<file path="config.mk">
export PLATFORM = sky130hd
export DESIGN_NAME = uart_rx
export DESIGN_NICKNAME = d
export VERILOG_FILES = /design/src/rtl/uart_pkg.sv /design/src/rtl/sync_2ff.sv /design/src/rtl/uart_rx.sv
export SDC_FILE = /design/constraint.sdc
export NUM_CORES = 1
export LEC_CHECK = 0
export BUFFER_PORTS_ARGS = -buffer_cell sky130_fd_sc_hd__buf_2
export CAP_MARGIN = 20
export CORE_AREA = 2 2 75 77
export DETAILED_ROUTE_END_ITERATION = 8
export DIE_AREA = 0 0 77 79
export SKIP_LAST_GASP = 1
export SLEW_MARGIN = 15
export SYNTH_ARGS = -nofsm -noshare
export SYNTH_HDL_FRONTEND = slang
export SYNTH_SLANG_ARGS = --single-unit
</file>
<file path="constraint.sdc">
create_clock -name clk -period 2.5 [get_ports clk]
set_input_delay 0.5 -clock clk [delete_from_list [all_inputs] [get_ports clk]]
set_output_delay 0.5 -clock clk [all_outputs]
set_load 0.02 [all_outputs]
</file>
<file path="src/rtl/uart_pkg.sv">
// Shared UART definitions: receiver/transmitter state encoding and default frame geometry.
package uart_pkg;

  localparam int DEFAULT_DATA_BITS  = 8;
  localparam int DEFAULT_OVERSAMPLE = 16;
  localparam int DEFAULT_SB_TICKS   = 16;

  typedef enum logic [2:0] {
    ST_IDLE,
    ST_START,
    ST_DATA,
    ST_PARITY,
    ST_STOP
  } uart_state_e;

endpackage

</file>
<file path="src/rtl/sync_2ff.sv">
// Two-flop synchroniser for an asynchronous level; both stages reset to 1 (UART idle level).
module sync_2ff (
  input  logic clk,
  input  logic rst,
  input  logic d,
  output logic q
);

  logic meta;

  // NOTE: non-blocking assignments make meta and q sample together, giving two real stages.
  always_ff @(posedge clk or negedge rst) begin
    if (!rst) begin
      meta <= 1'b1;
      q    <= 1'b1;
    end else begin
      meta <= d;
      q    <= meta;
    end
  end

endmodule

</file>
<file path="src/rtl/uart_rx.sv">
// UART receiver, 8N1 by default, oversampled by an external tick.
// Define UART_RX_PARITY_EN to add an even-parity bit between data and stop.
module uart_rx
  import uart_pkg::*;
#(
  parameter int DATA_BITS  = DEFAULT_DATA_BITS,
  parameter int OVERSAMPLE = DEFAULT_OVERSAMPLE,
  parameter int SB_TICKS   = DEFAULT_SB_TICKS
) (
  input  logic                 clk,
  input  logic                 rst,
  input  logic                 i_tick,
  input  logic                 i_rx,
  output logic [DATA_BITS-1:0] o_data,
  output logic                 o_rx_done,
  output logic                 o_frame_err,
  output logic                 o_parity_err
);

  // The tick counter must also reach SB_TICKS-1 when longer stop periods are configured.
  localparam int TICK_W = $clog2(OVERSAMPLE > SB_TICKS ? OVERSAMPLE : SB_TICKS);
  localparam int BIT_W  = (DATA_BITS > 1) ? $clog2(DATA_BITS) : 1;

  localparam logic [TICK_W-1:0] MID_TICK  = TICK_W'(OVERSAMPLE / 2 - 1);
  localparam logic [TICK_W-1:0] LAST_TICK = TICK_W'(OVERSAMPLE - 1);
  localparam logic [TICK_W-1:0] STOP_TICK = TICK_W'(SB_TICKS - 1);
  localparam logic [BIT_W-1:0]  LAST_BIT  = BIT_W'(DATA_BITS - 1);

  logic rxs;

  sync_2ff u_sync (
    .clk (clk),
    .rst (rst),
    .d   (i_rx),
    .q   (rxs)
  );

  uart_state_e          state, state_n;
  logic [TICK_W-1:0]    tick_cnt, tick_cnt_n;
  logic [BIT_W-1:0]     bit_cnt, bit_cnt_n;
  logic [DATA_BITS-1:0] shreg, shreg_n;
  logic [DATA_BITS-1:0] data_n;
  logic                 armed, armed_n;
  logic                 done_n, ferr_n;
`ifdef UART_RX_PARITY_EN
  logic                 par_bit, par_bit_n;
  logic                 perr_n;
`endif

  // NOTE: every signal gets a default before the case so no path leaves one unassigned (no latches).
  always_comb begin
    state_n    = state;
    tick_cnt_n = tick_cnt;
    bit_cnt_n  = bit_cnt;
    shreg_n    = shreg;
    data_n     = o_data;
    armed_n    = armed;
    done_n     = 1'b0;
    ferr_n     = 1'b0;
`ifdef UART_RX_PARITY_EN
    par_bit_n  = par_bit;
    perr_n     = 1'b0;
`endif

    unique case (state)
      ST_IDLE: begin
        if (rxs) begin
          armed_n = 1'b1;
        end else if (armed) begin
          state_n    = ST_START;
          tick_cnt_n = '0;
        end
      end

      ST_START: begin
        if (i_tick) begin
          if (tick_cnt == MID_TICK) begin
            // A line that is high again at mid start bit was a glitch.
            if (!rxs) begin
              state_n    = ST_DATA;
              tick_cnt_n = '0;
              bit_cnt_n  = '0;
            end else begin
              state_n = ST_IDLE;
            end
          end else begin
            tick_cnt_n = tick_cnt + 1'b1;
          end
        end
      end

      ST_DATA: begin
        if (i_tick) begin
          if (tick_cnt == LAST_TICK) begin
            tick_cnt_n = '0;
            shreg_n    = {rxs, shreg[DATA_BITS-1:1]};
            if (bit_cnt == LAST_BIT) begin
`ifdef UART_RX_PARITY_EN
              state_n = ST_PARITY;
`else
              state_n = ST_STOP;
`endif
            end else begin
              bit_cnt_n = bit_cnt + 1'b1;
            end
          end else begin
            tick_cnt_n = tick_cnt + 1'b1;
          end
        end
      end

`ifdef UART_RX_PARITY_EN
      ST_PARITY: begin
        if (i_tick) begin
          if (tick_cnt == LAST_TICK) begin
            tick_cnt_n = '0;
            par_bit_n  = rxs;
            state_n    = ST_STOP;
          end else begin
            tick_cnt_n = tick_cnt + 1'b1;
          end
        end
      end
`endif

      ST_STOP: begin
        if (i_tick) begin
          if (tick_cnt == STOP_TICK) begin
            state_n = ST_IDLE;
            // A low stop bit disarms start detection until the line is seen idle.
            if (!rxs) begin
              ferr_n  = 1'b1;
              armed_n = 1'b0;
`ifdef UART_RX_PARITY_EN
            end else if (^{shreg, par_bit}) begin
              perr_n = 1'b1;
`endif
            end else begin
              data_n = shreg;
              done_n = 1'b1;
            end
          end else begin
            tick_cnt_n = tick_cnt + 1'b1;
          end
        end
      end

      default: state_n = ST_IDLE;
    endcase
  end

  always_ff @(posedge clk or negedge rst) begin
    if (!rst) begin
      state       <= ST_IDLE;
      tick_cnt    <= '0;
      bit_cnt     <= '0;
      shreg       <= '0;
      armed       <= 1'b1;
      o_data      <= '0;
      o_rx_done   <= 1'b0;
      o_frame_err <= 1'b0;
`ifdef UART_RX_PARITY_EN
      par_bit      <= 1'b0;
      o_parity_err <= 1'b0;
`endif
    end else begin
      state       <= state_n;
      tick_cnt    <= tick_cnt_n;
      bit_cnt     <= bit_cnt_n;
      shreg       <= shreg_n;
      armed       <= armed_n;
      o_data      <= data_n;
      o_rx_done   <= done_n;
      o_frame_err <= ferr_n;
`ifdef UART_RX_PARITY_EN
      par_bit      <= par_bit_n;
      o_parity_err <= perr_n;
`endif
    end
  end

`ifndef UART_RX_PARITY_EN
  assign o_parity_err = 1'b0;
`endif

endmodule

</file>
### Word level (Yosys, flattened, before mapping)

Cells that the tools add are included.
W data, S select, Z words.

| storage, ports and cells | value |
|---|---|
| register bits after elaboration | 31 |
| bits in latches | 0 |
| memory bits (writable) | 0 |
| memory bits (read-only) | 0 |
| bits of input ports | 4 |
| output and inout bits | 11 |
| memories | 0 |

| cells by class | value |
|---|---|
| add/subtract/negate cells | 2 |
| $mul | 0 |
| divide/modulo/power cells | 0 |
| magnitude comparators | 0 |
| eq/ne operators | 21 |
| shift operators | 0 |
| muxes and demuxes | 41 |
| bitwise operators | 0 |
| reduce and logical (&&, ||, !) cells | 10 |

Operator list:

| kind | count |
|---|---|
| $mux W3 | 15 |
| $mux W4 | 9 |
| $ne A2 B2 Y1 const B | 13 |
| $pmux W4 S4 | 1 |
| $mux W1 | 12 |
| $pmux W3 S4 | 1 |
| $reduce_and A9 Y1 | 1 |
| $reduce_and A8 Y1 | 1 |
| $reduce_and A7 Y1 | 1 |
| $eq A3 B3 Y1 const B | 2 |
| $pmux W3 S2 | 1 |
| $reduce_and A5 Y1 | 1 |
| $add A4 B1 Y4 const B | 1 |
| $eq A4 B3 Y1 const B | 1 |
| $eq A4 B4 Y1 const B | 1 |
| $reduce_and A4 Y1 | 1 |
| $reduce_bool A2 Y1 | 2 |
| $reduce_bool A4 Y1 | 1 |
| $add A3 B1 Y3 const B | 1 |
| $eq A3 B1 Y1 const B | 1 |
| $eq A3 B2 Y1 const B | 1 |
| $logic_not A3 Y1 | 1 |
| $ne A3 B3 Y1 const B | 1 |
| $reduce_and A3 Y1 | 1 |
| other kinds (3) | 3 |

### Logic depth before layout (Yosys ltp)

| depth | value |
|---|---|
| depth in word-level cells | 5 |
| gate-level depth with buffers | 6 |

### Modules after synthesis

A second synthesis with hierarchy kept.

| unflattened totals | value |
|---|---|
| cells, all modules | 126 |
| area, all modules | 1580.3 µm² |

Modules (own cells, without submodules):

| module | instances | cells an instance | area each (µm²) |
|---|---|---|---|
| uart_rx | 1 | 124 | 1527.7 |
| sync_2ff | 1 | 2 | 52.6 |

### Worst setup path before layout

No wires, ideal clock.

| path | value |
|---|---|
| kind | reg-to-reg |
| start | register bit_cnt[0] |
| end | register bit_cnt[0] |
| library setup time | 0.128 ns |
| arrival time | 1.741 ns |
| data required time | 2.372 ns |
| slack | 0.632 ns |
| cell stages (with the launch flop) | 7 |
| buffers on the path | 0 |
| clock period less this slack | 1.868 ns |
| cells stage by stage | dfrtp_1 > ha_1 > ha_1 > nor4b_1 > a21oi_1 > nor3_4 > mux2_1 |

| between the ends | value |
|---|---|
| word-level cells in the longest chain between the ends | 5 |
| elaborated cells on any way between the ends | 8 |

RTL lines:

| what | line | RTL |
|---|---|---|
| from (decl) | uart_rx.sv:40 | `logic [BIT_W-1:0] bit_cnt, bit_cnt_n;` |
| from (signal assigned) | uart_rx.sv:169 | `bit_cnt <= bit_cnt_n;` |
| $add A3 B1 Y3 | uart_rx.sv:104 | `bit_cnt_n = bit_cnt + 1'b1;` |
| $mux W3 | uart_rx.sv:97 | `if (bit_cnt == LAST_BIT) begin` |
| $mux W3 | uart_rx.sv:94 | `if (tick_cnt == LAST_TICK) begin` |
| $mux W3 | uart_rx.sv:93 | `if (i_tick) begin` |
| $pmux W3 S2 | uart_rx.sv:65 | `unique case (state)` |

Several ways; a longest one is shown, not always the timed one. The select of a mux whose other input is x is not followed.
A chain may end at the register's enable or synchronous reset.

### Worst setup path in the final report

Same ends and word-level chain as after synthesis.

==> impl_metrics.ini <==
[cts]
tritoncts = built
cts_max_path_buffers = 2
htree_levels = 2
post_cts_buffers = 0
hold_buffers = 0
cts_resized = 0
clk_pin_slew_ns = 0.06
clock-sinks = 31
cts-root-buf = clkbuf_8
clock_latency_ns = 0.28
cts_buffers = 5

[global_routing]
grt_start_max_net_pins = 32
grtUsageTotal_pct = 10.0
grt_overflow_total = 0
grt_pass1_wl_um = 4710
antenna_found_initial = 0
grt_pass1_vias = 1058

[power_and_ir_drop]
powerDensity_nw_per_um2 = 903
power.total_uw = 1580
leakagePower_uw = 0.000830
ir_drop_v = 0.000384

[place]
port_buffers = 13
routabilityCongestion = 0.829
post-place-ws_ns = 0.442
dp_hpwl_um = 1930

[routing]
drt_iter0_markers = 17
drt_pass1_iterations = 4
wl_per_cell_um = 12.4
via_per_inst = 4.58
drc = 0
vias = 949
totalWireLength_um = 2580
antenna_left = 0

[cells_and_area]
antenna_cells = 0
seq_area_sq_um = 779
n_fill_cell = 584
drive_above_1_share_pct = 26.7
multi_input_area_sq_um = 692
final_common_cell = dfrtp_1
area_delta_synth_final_pct = 12.7
final_util_pct = 32.7
layout_common_cells = 28 x dfrtp_1, 20 x mux2_1, 13 x buf_2
final_nets = 141

[floorplan]
num_io_pins = 15
rows = 27
core-area_sq_um = 5340
start_util_pct = 29.0
die_h_um = 79
die_area_sq_um = 6080
die_w_um = 77

[timing]
slew_violations = 0
layout_setup_ws_ns = 0.468
setup_viol_count_final = 0
clock_skew_ns = 0.00556
max_slew_margin_pct = 55.5
tns_ns = 0
max_freq_mhz = 492
max_slew.worst_pin.slew_ns = 0.667
hold_violations = 0
fin_crit_sh_pct = 81.3
fin_crit_ns = 2.03
rsz0062_at_grt = no

[synth]
syn_avg_cell_area_sq_um = 13.0
synth_seq_cells = 31
synth-seq-area-share_pct = 50.3
synth-edff-count = 0
async_flop_share_pct = 100
syn-num-nets = 126
yosys_most_used_dff = dfrtp_1
yosysWarnings = 0
synth_cell_types = 39
synth_area_sq_um = 1550
netlist_instances = 119

[setup_path]
worstPathMaxFanout = 3
worst_setup_path_start_kind = flop
crit_arrival_ns = 2.19
cp-end-kind = flop
crit_type = flop to flop
cp.required_ns = 2.65

[min_path]
hp-class = input pin to async pin

[run]
maxCapViolCount = 0

[status]
status = finished clean
-- sequential cells by signal, indices dropped and copies added (netlist names) --
name	count
armed	1
bit_cnt	3
o_data	8
o_frame_err	1
o_rx_done	1
shreg	8
state	3
tick_cnt	4
u_sync.meta	1
u_sync.q	1
-- logic make-up (layout without fill, tap and decap cells) --
family          after synthesis  after routing  synth area share, %
fa+ha+maj                     3              3                 2.42
buf+inv                      14             30                 5.01
xor+xnor                      1              1                0.566
other cells                   1              1                0.242
simple gates                 33             33                 16.8
compound gates               13             13                 8.16
flops                        31             31                 50.3
mux                          23             23                 16.5
-- metal layers --
metal	track usage, %	wire, um	vias to the layer above
li1	-	-	458
met1	10.8	1070	468
met2	17.1	1310	18
met3	3.86	132	5
met4	5.36	65	0
met5	0	0	-
-- metrics by stage --
step	cells	cell area, sq um	hold slack, ns
final	207	1750	0.254
after global placement	199	1660	0.348
after floorplan	119	1550	0.204
after global routing	207	1750	0.297
after detailed placement	199	1660	0.350
after CTS	207	1750	0.280
-- area by class of cell --
class / count / area share, %
clock buffer: 7 / 4.37
multi-input combinational: 74 / 39.6
clock inverter: 1 / 0.287
tap: 72 / 5.16
inverter: 8 / 1.72
sequential: 31 / 44.7
timing repair buffer: 14 / 4.16
-- critical path: stages (launching register included) --
cell	delay [ns]
dfrtp_1	0.39
ha_1	0.21
ha_1	0.18
nor4b_1	0.39
a21oi_1	0.18
nor3_4	0.21
mux2_1	0.35
-- cell usage after synthesis (2+ instances only) --
| master | n | area share [%] |
|---|---|---|
| nand2_1 | 3 | 0.73 |
| inv_1 | 7 | 1.7 |
| o2bb2ai_1 | 2 | 1.1 |
| nor2_1 | 5 | 1.2 |
| nor3_4 | 2 | 2.1 |
| dfrtp_1 | 28 | 45 |
| a31oi_1 | 2 | 0.81 |
| nor3_1 | 3 | 0.97 |
| dfstp_2 | 3 | 5.1 |
| buf_6 | 2 | 1.5 |
| buf_4 | 2 | 0.97 |
| nor2b_1 | 2 | 0.81 |
| mux2i_1 | 3 | 1.9 |
| ha_1 | 3 | 2.4 |
| nand3_1 | 2 | 0.65 |
| nor3b_2 | 4 | 3.2 |
| buf_2 | 2 | 0.65 |
| and3_1 | 3 | 1.2 |
| mux2_1 | 20 | 15 |
| nor4b_1 | 2 | 1.1 |
-- power by group --
group	internal [uW]	switching, uW
clock	195	169
sequential	572	103
combinational	255	282
total	1020	554
-- worst paths after layout --
| kind | startpoint | cells past startpoint | to | slack, ns |
|---|---|---|---|---|
| worst min-delay path | rst | 1 | tick_cnt[1] | 0.25 |
| min in group clk | i_rx | 1 | u_sync.meta | 0.32 |
| worst min register to register | u_sync.meta | 0 | u_sync.q | 0.36 |
| worst max register to register | bit_cnt[0] | 6 | bit_cnt[0] | 0.47 |
| max in group asynchronous | rst | 1 | o_data[4] | 1.81 |
| worst max-delay path | bit_cnt[0] | 6 | bit_cnt[0] | 0.47 |
(Power assumes the default switching activity.)
